===== config.mk =====
export PLATFORM = sky130hd
export DESIGN_NAME = perf_hex_axil_writer
export DESIGN_NICKNAME = d
export VERILOG_FILES = /design/src/rtl/perf_hex_axil_writer.sv
export SDC_FILE = /design/constraint.sdc
export NUM_CORES = 1
export LEC_CHECK = 0
export ABC_AREA = 1
export BUFFER_PORTS_ARGS = -buffer_cell sky130_fd_sc_hd__clkbuf_2
export CORE_ASPECT_RATIO = 1.4
export CORE_MARGIN = 1.5
export CORE_UTILIZATION = 60
export CTS_CLUSTER_DIAMETER = 120
export DETAILED_ROUTE_END_ITERATION = 10
export GPL_TIMING_DRIVEN = 1
export PLACE_DENSITY = 0.83
export SETUP_SLACK_MARGIN = 0.5
export SLEW_MARGIN = 5
export SYNTH_ARGS = -nofsm -noshare
export SYNTH_HDL_FRONTEND = slang
export SYNTH_SLANG_ARGS = --single-unit

===== constraint.sdc =====
create_clock -name clk -period 3.14 [get_ports clk]
set_input_delay 0.157 -clock clk [delete_from_list [all_inputs] [get_ports clk]]
set_output_delay 0.157 -clock clk [all_outputs]
set_load 0.02 [all_outputs]

===== src/rtl/perf_hex_axil_writer.sv =====
// Retired-instruction rate meter: counts pulses over a fixed window and posts each
// window's saturated count to the 7-segment display register as one AXI-lite write.
module perf_hex_axil_writer #(
   parameter int                    DATA_WIDTH    = 32,
   parameter int                    ADDR_WIDTH    = 16,
   parameter int                    STRB_WIDTH    = DATA_WIDTH / 8,
   parameter logic [ADDR_WIDTH-1:0] HEX_ADDR      = 16'h0000,
   parameter int                    UPDATE_PERIOD = 50000000,
   parameter int                    COUNT_SHIFT   = 0
) (
   input  logic                  clk,
   input  logic                  rst,
   input  logic                  enable,
   input  logic                  instr_retired,
   output logic [ADDR_WIDTH-1:0] m_axil_awaddr,
   output logic [2:0]            m_axil_awprot,
   output logic                  m_axil_awvalid,
   input  logic                  m_axil_awready,
   output logic [DATA_WIDTH-1:0] m_axil_wdata,
   output logic [STRB_WIDTH-1:0] m_axil_wstrb,
   output logic                  m_axil_wvalid,
   input  logic                  m_axil_wready,
   input  logic [1:0]            m_axil_bresp,
   input  logic                  m_axil_bvalid,
   output logic                  m_axil_bready,
   output logic                  busy,
   output logic [7:0]            overrun_cnt,
   output logic                  resp_err
);

   localparam int PCW = (UPDATE_PERIOD > 1) ? $clog2(UPDATE_PERIOD) : 1;

   typedef enum logic [1:0] {
      IDLE,
      ADDR_DATA,
      RESP
   } state_t;

   state_t                  state, state_next;
   logic [PCW-1:0]          period_cnt;
   logic [31:0]             window_cnt;
   logic [31:0]             window_total;
   logic [31:0]             shifted;
   logic [15:0]             snap16;
   logic [31:0]             snap_word;
   logic                    tc;
   logic                    pending;
   logic [31:0]             pending_word;
   logic                    awvalid_q, wvalid_q;
   logic                    awvalid_next, wvalid_next;
   logic                    launch;
   logic [DATA_WIDTH-1:0]   wdata_q;

   assign tc = enable && (period_cnt == PCW'(UPDATE_PERIOD - 1));

   // A pulse arriving in the terminal cycle still belongs to the ending window.
   assign window_total = (instr_retired && (window_cnt != '1)) ? window_cnt + 32'd1 : window_cnt;
   assign shifted      = window_total >> COUNT_SHIFT;
   assign snap16       = (shifted > 32'h0000_FFFF) ? 16'hFFFF : shifted[15:0];
   assign snap_word    = {snap16[15:8], 16'h0000, snap16[7:0]};

   assign m_axil_awaddr  = HEX_ADDR;
   assign m_axil_awprot  = 3'b000;
   assign m_axil_awvalid = awvalid_q;
   assign m_axil_wdata   = wdata_q;
   assign m_axil_wstrb   = '1;
   assign m_axil_wvalid  = wvalid_q;
   assign m_axil_bready  = (state == RESP);
   assign busy           = (state != IDLE);

   // NOTE: every always_comb output gets a default first so no path can infer a latch.
   always_comb begin
      state_next   = state;
      awvalid_next = awvalid_q;
      wvalid_next  = wvalid_q;
      launch       = 1'b0;
      unique case (state)
         IDLE: begin
            if (pending) begin
               launch       = 1'b1;
               awvalid_next = 1'b1;
               wvalid_next  = 1'b1;
               state_next   = ADDR_DATA;
            end
         end
         ADDR_DATA: begin
            // Each valid retires on its own handshake; both gone means both channels accepted.
            if (m_axil_awready) awvalid_next = 1'b0;
            if (m_axil_wready)  wvalid_next  = 1'b0;
            if (!awvalid_next && !wvalid_next) state_next = RESP;
         end
         RESP: begin
            if (m_axil_bvalid) state_next = IDLE;
         end
         default: state_next = IDLE;
      endcase
   end

   // NOTE: sequential state uses non-blocking assignments so all registers update together.
   always_ff @(posedge clk) begin
      if (rst) begin
         state     <= IDLE;
         awvalid_q <= 1'b0;
         wvalid_q  <= 1'b0;
         wdata_q   <= '0;
         resp_err  <= 1'b0;
      end else begin
         state     <= state_next;
         awvalid_q <= awvalid_next;
         wvalid_q  <= wvalid_next;
         if (launch) wdata_q <= pending_word;
         if ((state == RESP) && m_axil_bvalid && (m_axil_bresp != 2'b00)) resp_err <= 1'b1;
      end
   end

   always_ff @(posedge clk) begin
      if (rst) begin
         period_cnt   <= '0;
         window_cnt   <= '0;
         pending      <= 1'b0;
         pending_word <= '0;
         overrun_cnt  <= '0;
      end else begin
         if (!enable || tc) begin
            period_cnt <= '0;
            window_cnt <= '0;
         end else begin
            period_cnt <= period_cnt + 1'b1;
            window_cnt <= window_total;
         end

         // A new snapshot always wins; a launch in the same cycle takes the older word.
         if (tc) begin
            pending      <= 1'b1;
            pending_word <= snap_word;
            if (pending && (state != IDLE) && (overrun_cnt != 8'hFF))
               overrun_cnt <= overrun_cnt + 8'd1;
         end else if (launch) begin
            pending <= 1'b0;
         end
      end
   end

endmodule


# Word level (Yosys, flattened, before mapping)
# Index checks and enable logic that the tools add are counted.
[totals]
mem_count = 0
output_inout_bits = 68
ff_bits = 104
latchBits = 0
ram_bits = 0
rom_bits = 0
[classes]
eq_ne = 8
multipliers = 0
muxes = 17
order_cmp = 1
n_div = 0
shift = 0
n_reduce_logical = 20
bitwise = 0
addsub = 3
[op_table]
columns = ["cell", "n"]
rows = [
  ["32-bit by 1-bit adder with 32-bit output (second input constant)", 1],
  ["32-bit by 16-bit > comparator with 1-bit output (second input constant)", 1],
  ["32-bit 2-to-1 mux", 1],
  ["32-bit != test (second input constant)", 1],
  ["26-bit by 1-bit adder with 26-bit output (second input constant)", 1],
  ["26-bit equality test (second input constant)", 1],
  ["16-bit 2-to-1 mux", 1],
  ["1-bit 2-to-1 mux", 9],
  ["8-bit by 1-bit adder with 8-bit output (second input constant)", 1],
  ["8-bit != test (second input constant)", 1],
  ["2-bit nonzero test", 4],
  ["1-bit logical AND", 7],
  ["2-bit 2-to-1 mux", 3],
  ["2-bit != test (second input constant)", 3],
  ["2-bit case mux with 3 select lines", 1],
  ["1-bit case mux with 2 select lines", 2],
  ["2-bit AND reduction", 2],
  ["1-bit logical NOT", 3],
  ["3-bit AND reduction", 1],
  ["2-bit by 1-bit equality test with 1-bit output (second input constant)", 1],
  ["2-bit equality test (second input constant)", 1],
  ["2-bit logical NOT", 1],
  ["2-bit OR reduction", 1],
  ["1-bit logical OR", 1],
]

# Logic depth before layout (Yosys ltp)
# Gate-level depths: netlist of the first run.
[depth]
depth_word = 6
ltp_mapped = 17

# Worst setup path before layout of the first run
# OpenSTA, ideal clock, no wires.
[synth_timing]
kind = "register to register"
start = "reg window_cnt[0]"
end = "reg pending_word[24]"
path_stages_with_launch = 17
setup_slack_ns = 1.018
setup_ns = 0.109
n_path_buf = 2
required_time_ns = 3.031
t_arrival_ns = 2.013
cell_sequence = "dfxtp_1 > ha_1 > inv_1 > nor2_4 > nand2_2 > nor2_8 > nand2_4 > nand2_8 > buf_12 > nand2_2 > a21oi_2 > nand2_2 > nor2_8 > buf_8 > nand3_2 > nand2_1 > inv_1"
[synth_between]
elab_chain_len = 5
elab_cells_between_ends = 6
classes_between = "1 x add/sub; 1 x order compare; 1 x eq/ne; 2 x mux; 1 x reduce/logical"
[synth_rtl]
columns = ["item", "line", "text"]
rows = [
  ["start: declaration", "41", "logic [31:0] window_cnt;"],
  ["start signal: assignment", "129", "window_cnt <= window_total;"],
  ["branches (longest 2 deep; another with 32-bit by 1-bit adder with 32-bit output)", "-", ""],
  ["32-bit 2-to-1 mux (*)", "57", "assign window_total = (instr_retired && (window_cnt != '1)) ? window_cnt + 32'd1 : window_cnt;"],
  ["32-bit by 16-bit > comparator with 1-bit output", "59", "assign snap16 = (shifted > 32'h0000_FFFF) ? 16'hFFFF : shifted[15:0];"],
  ["16-bit 2-to-1 mux (*)", "59", ""],
  ["end signal: assignment", "135", "pending_word <= snap_word;"],
  ["end: declaration", "48", "logic [31:0] pending_word;"],
]
# Mark *: on every way between the ends.
# A chain may end at the register's enable or synchronous reset.

# Worst setup path after layout of the first run
[layout_timing]
start = "reg window_cnt[0]"
end = "reg pending_word[4]"
# Same word-level chain as after synthesis.

==> results.cfg, run 1 <==
[place]
io_buffers = 37
hpwl_microns = 8820
place_congestion = 0.957

[finish]
diodes = 0
fin_nets = 912
area_growth_pct = 6.91
drive_gt1_share_pct = 11.2
final_util_pct = 65.7

[setup_path]
r2r_slack_ps = 700
worst-setup-path-type = reg -> reg
cp_num_buf_inv = 3
cpPeakStageDelay_ps = 390
startpoint_type = flip-flop
path_cells = ha_1 -> inv_1 -> nor2_4 -> nand2_2 -> nor2_8 -> a21oi_2 -> buf_4 -> nand2_1 -> nand2_1 -> nor2_1 -> nand2_2 -> nor2_4 -> nand3_1 -> nand2_1 -> inv_1
r2r-end = pending_word[4]$_SDFFE_PP0P_
startpoint = window_cnt[0]$_SDFF_PP0_
arrival_ps = 2690
r2r_cells = 15
rr_startpoint = window_cnt[0]$_SDFF_PP0_
crit_path_top_delay_cell = dfxtp_1
cp_max_fo = 8
endpoint_kind = flip-flop
crit_required_ps = 3390
critPathTopFamily = simple AND/OR/NAND/NOR gates
cpMostUsedCell = nand2_1

[synthesis]
synth_top_area_share_pct = 35.8
ys_top_cells_by_count = nand2_1, inv_1, nor2_1
synth_edf_count = 0
yosysMostFrequentCell = nand2_1
ys_ff_latch = 104
synth_top_area_cell = dfxtp_1
ys_warn_count = 0
synth_seq_area_share_pct = 35.8
synth_ff_type = dfxtp_1
synth_area_per_cell_sq_um = 6.69
syn-instance-count = 868
async_reset_ff_share_pct = 0
synth.area.top_cells = dfxtp_1, nand2_1, inv_1
ys_types = 41
syn-cell-area_sq_um = 5810

[timing]
fin_crit_sh_pct = 77.6
rsz0062_at_grt = no
setup_viol = 0
slew_violations = 0
fmax_mhz = 410
fin_crit_ps = 2440
hold_viol_final = 0
relSlewSlack_pct = 58.8
skew_ps = 13.6
tightest_slew_ps = 616
final.setup.tns_ps = 0

[floorplanning]
dieArea_sq_um = 10300
coreArea_sq_um = 9460
core.rowCount = 42
initial_core_util_pct = 61.4
ios = 77
die_y_microns = 119
fp.dieW_microns = 86.2

[cts]
clkSinkCount = 104
h-tree-depth = 3
cts_tree = built
hold_buffers = 0
insertion_delay_ps = 350
cts_max_path_buffers = 2
clk_pin_slew_ps = 70
cts-buffers-inserted = 9
post_cts_buffers = 0
cts-root-buf = clkbuf_16

[power]
fin_total_pwr_mw = 2.58
seqPwrFrac_pct = 51.4
ir_drop_v = 0.000282
p_per_area_nw_per_um2 = 415
p_leak_nw = 2.62
p_sw_share_pct = 23.8
power_switching_mw = 0.613
p_int_mw = 1.97
power.share.clock_pct = 43.5
combinationalPowerShare_pct = 5.1

[drt]
drt_iter0_markers = 216
wl_microns = 12100
routed-via-count = 5184
routedWlPerCell_microns = 11.9
viasPerCell = 5.11
remaining_drc_errors = 0
drt_first_pass_iters = 5
ant_nets = 0

[global_route]
grt_pass1_wl_microns = 19700
grt_usage_pct = 23.6
first_global_vias = 4704
antenna_found_initial = 0
grt_max_degree = 44
gr-total-overflow = 0

[status]
status = complete, no violations

[hold_path]
hp-start = m_axil_bvalid
hold_depth = 4
whs_endpoint = state[1]$_SDFFE_PP0P_
min_path_type = in -> reg

[flow_run]
drv_cap = 0
## cells in the final DEF (no fill, tap or decap), types with 7 or more instances in the layout
| master | instances |
|---|---|
| nand2_2 | 10 |
| nand3_1 | 33 |
| nand4_1 | 12 |
| o21ai_0 | 33 |
| dfxtp_1 | 104 |
| nand2_1 | 182 |
| nor3_1 | 19 |
| xor2_1 | 17 |
| nand3b_1 | 9 |
| nor2_1 | 122 |
| nand3_2 | 11 |
| clkbuf_16 | 9 |
| clkbuf_2 | 37 |
| a21oi_1 | 69 |
| conb_1 | 39 |
| buf_4 | 7 |
| inv_1 | 140 |
## worst max path at each step
stage                                    endpoint  slack (ps)  cells after the start
floorplan           pending_word[24]$_SDFFE_PP0P_        1020                     16
global placement     pending_word[1]$_SDFFE_PP0P_         830                     15
detailed placement   pending_word[0]$_SDFFE_PP0P_         730                     15
CTS                  pending_word[0]$_SDFFE_PP0P_         730                     15
global route         pending_word[0]$_SDFFE_PP0P_         520                     16
finish               pending_word[4]$_SDFFE_PP0P_         700                     15
## cell families after synthesis
kind of cell / Yosys count / share of synthesized area, %
simple gates: 425 / 33.9
buf+inv: 201 / 16.3
compound gates: 113 / 10.2
flops: 104 / 35.8
xor+xnor: 20 / 3.01
fa+ha+maj: 3 / 0.646
other cells: 2 / 0.129
## power groups by stage
stage	logic, mW	clock network, mW	registers [mW]
2_1_floorplan	0.150	0	1.35
3_3_place_gp	0.127	0	1.36
3_5_place_dp	0.127	0	1.36
4_1_cts	0.128	1.14	1.33
5_1_grt	0.142	1.20	1.33
6_report	0.131	1.12	1.33
## what timing repair did
item	in CTS	in global routing
gates resized for setup	0	1
endpoints found under the hold margin	0	0
endpoints found under the setup margin	0	2
## sequential cells by signal (all words and copies together), names as in the netlist, 2 cells and up
signal / count
m_axil_wdata: 16
overrun_cnt: 8
pending_word: 16
period_cnt: 26
state: 2
window_cnt: 32
## routing by layer
metal	vias up	share of wire [%]	GRT usage [%]
met5	-	0	0
met4	0	2.9	11.6
met3	30	4.1	4.57
met2	143	51	41.8
met1	2330	42	26.6
li1	2681	-	-
## metrics by stage
| stage | hold slack, ps | setup slack [ps] | area (sq um) | instances |
|---|---|---|---|---|
| 2_1_floorplan | 329 | 1020 | 5950 | 905 |
| 3_3_place_gp | 428 | 833 | 5900 | 998 |
| 3_5_place_dp | 437 | 731 | 5900 | 998 |
| 4_1_cts | 81.3 | 731 | 6200 | 1014 |
| 5_1_grt | 85.9 | 515 | 6210 | 1015 |
| 6_report | 86.7 | 702 | 6210 | 1015 |
## tightest hold or removal path: stages
cell	delay, ps
clkbuf_2	90
inv_1	30
nand2_1	50
a21oi_1	60
## layout make-up
| cell class | count | area, sq um |
|---|---|---|
| Fill cell | 853 | 3250 |
| Inverter | 140 | 526 |
| Tap cell | 110 | 138 |
| Sequential cell | 104 | 2080 |
| Timing Repair Buffer | 44 | 238 |
| Multi-Input combinational cell | 601 | 2930 |
| Clock buffer | 10 | 229 |
| Clock inverter | 6 | 67.6 |
(Power assumes the default switching activity.)
==> run 2: changes to the inputs <==
- CORE_UTILIZATION: 60 -> 58
- PLACE_DENSITY: 0.83 -> 0.8
- clock period: 3.14 -> 2.4 ns (I/O delays scaled with it)
==> run 2 against run 1 <==
Net effect: non-clock buffer count increased by 42; clock power increased by 34%; sequential power increased by 30%; die area increased by 3.3%; hold slack got worse by 44 ps; register-to-register slack got worse by 550 ps; first-iteration DRC count increased by 92%; global-route usage increased by 1.7 points; largest cell class unchanged; flip-flop and latch count unchanged; wire length increased by 25%; clock skew decreased by 3.4 ps.
==> results.cfg, run 2 (synthesized netlist as in run 1, its figures left out) <==
[finish]
diodes = 0
drive_gt1_share_pct = 28.0
top_regs = window_cnt x32, period_cnt x26
regArea_sq_um = 2140
multi_input_area_sq_um = 3400
largest_reg_flops = 32
fin_nets = 956
largest-register = window_cnt
fillers = 727
final_common_cell = nand2_1
layout_common_cells = nand2_1, inv_1, nor2_1
area_growth_pct = 24.2

[drt]
viasPerCell = 5.27
routed-via-count = 5710
ant_nets = 0
routedWlPerCell_microns = 14.0
remaining_drc_errors = 0
wl_microns = 15200
drt_first_pass_iters = 5
drt_iter0_markers = 414

[timing]
slew_violations = 0
fin_crit_ps = 2240
timing.final.ws_setup_ps = 157
fmax_mhz = 446
hold_viol_final = 0
relSlewSlack_pct = 65.1
tightest_slew_ps = 523
final.setup.tns_ps = 0
setup_viol = 0
skew_ps = 10.2
fin_crit_sh_pct = 93.5
rsz0062_at_grt = yes

[place]
hpwl_microns = 8720
io_buffers = 37
place_congestion = 0.904
dp_slack_ps = -221

[floorplanning]
coreArea_sq_um = 9850
core.rowCount = 43
fp.dieW_microns = 87.6
ios = 77
die_y_microns = 121
dieArea_sq_um = 10600
initial_core_util_pct = 59.0

[power]
ir_drop_v = 0.000372
p_int_mw = 2.63
seqPwrFrac_pct = 49.7
fin_total_pwr_mw = 3.48
p_per_area_nw_per_um2 = 483
p_sw_share_pct = 24.6
power_switching_mw = 0.856
combinationalPowerShare_pct = 7.3
power.share.clock_pct = 43.0
p_leak_nw = 3.03

[global_route]
grtUsageMet2_pct = 44.9
grtUsageMet1_pct = 29.2
grt_max_degree = 42
grt-busiest-layer = met2
antenna_found_initial = 0
gr-total-overflow = 0
grt_pass1_wl_microns = 21400
first_global_vias = 4827
grt_usage_pct = 25.3
use_met3_pct = 4.22

[setup_path]
worst-setup-path-type = reg -> reg
cp_max_fo = 8
startpoint_type = flip-flop
arrival_ps = 2490
endpoint_kind = flip-flop
crit_required_ps = 2640
r2r_slack_ps = 160

[cts]
cts-buffers-inserted = 9
hold_buffers = 0
clk_pin_slew_ps = 70
insertion_delay_ps = 350
cts-root-buf = clkbuf_16
h-tree-depth = 3
clkSinkCount = 104
cts_tree = built
cts_max_path_buffers = 2

[flow_run]
drv_cap = 0

[hold_path]
min_path_type = in -> reg

[status]
status = complete, no violations
==> run 2: cell types whose count changed in the layout (fill, tap and decap cells not counted), moves of 6 or more <==
cell / before / now
buf_4: 7 / 35
buf_6: 0 / 8
dfxtp_1: 104 / 70
dfxtp_2: 0 / 27
dfxtp_4: 0 / 7
inv_1: 140 / 134
nand2_1: 182 / 158
nand2_2: 10 / 28
nand2_4: 2 / 8
nand3_1: 33 / 23
nand3_2: 11 / 19
nor2_1: 122 / 89
nor2_2: 6 / 25
nor2_4: 6 / 20
==> run 2: stage by stage <==
step | utilization [%] | std cells | hold slack (ps) | instance area (sq um)
floorplan | - | 905 | 292 | 6010
CTS | 68.3 | 1065 | 51.9 | 6730
detailed placement | 61.6 | 1030 | 414 | 6070
finish | 73.3 | 1083 | 42.8 | 7220
global placement | 61.6 | 1030 | 412 | 6070
global route | 73.3 | 1083 | 70.6 | 7220
==> run 2: metal layers <==
metal,wire length (microns),share of wire [%]
met3,818,5.4
met4,702,4.6
met1,5870,39
met5,0,0
met2,7790,51
==> run 2: timing repair <==
action | in CTS | in global routing
pin swaps | 13 | 38
setup endpoints to repair | 75 | 76
resized for setup | 54 | 104
buffers inserted | 16 | 17
cloned | 4 | 1
==> run 2: worst max-delay path, cell delays in order (launching register included) <==
cell and delay (ps):
dfxtp_2 370, nand2_1 110, nor2_2 170, nand2_1 160
nor2_2 230, nand2_1 70, nand2_1 70, nand2_1 50
nand2_1 80, nand2_1 70, nor2_1 140, nand2_2 90
nor2_4 100, buf_4 130, buf_12 120, nand3_2 70
nand2_1 70, inv_1 40
==> run 2: path summary, 6_finish.rpt <==
| kind | startpoint | endpoint | cells past startpoint |
|---|---|---|---|
| max | window_cnt[8]$_SDFF_PP0_ | pending_word[24]$_SDFFE_PP0P_ | 17 |
| min | m_axil_bvalid | resp_err$_SDFFE_PP0P_ | 3 |
| max reg2reg | window_cnt[8]$_SDFF_PP0_ | pending_word[24]$_SDFFE_PP0P_ | 17 |
| min reg2reg | period_cnt[0]$_SDFF_PP0_ | period_cnt[0]$_SDFF_PP0_ | 1 |
==> run 2: final cells by class <==
class | count | share of cell area [%]
multi-input cells | 603 | 47.2
flip-flops and latches | 104 | 29.7
repair buffers | 86 | 9.29
inverters | 140 | 7.35
clock buffers | 9 | 3.12
well taps | 135 | 2.34
clock inverters | 6 | 1.06
==> run 2: power groups by stage <==
| stage | clock [mW] | sequential [mW] | combinational, mW |
|---|---|---|---|
| 2_1_floorplan | 0 | 1.77 | 0.198 |
| 3_3_place_gp | 0 | 1.78 | 0.172 |
| 3_5_place_dp | 0 | 1.78 | 0.174 |
| 4_1_cts | 1.52 | 1.73 | 0.227 |
| 5_1_grt | 1.59 | 1.73 | 0.271 |
| 6_report | 1.50 | 1.73 | 0.255 |
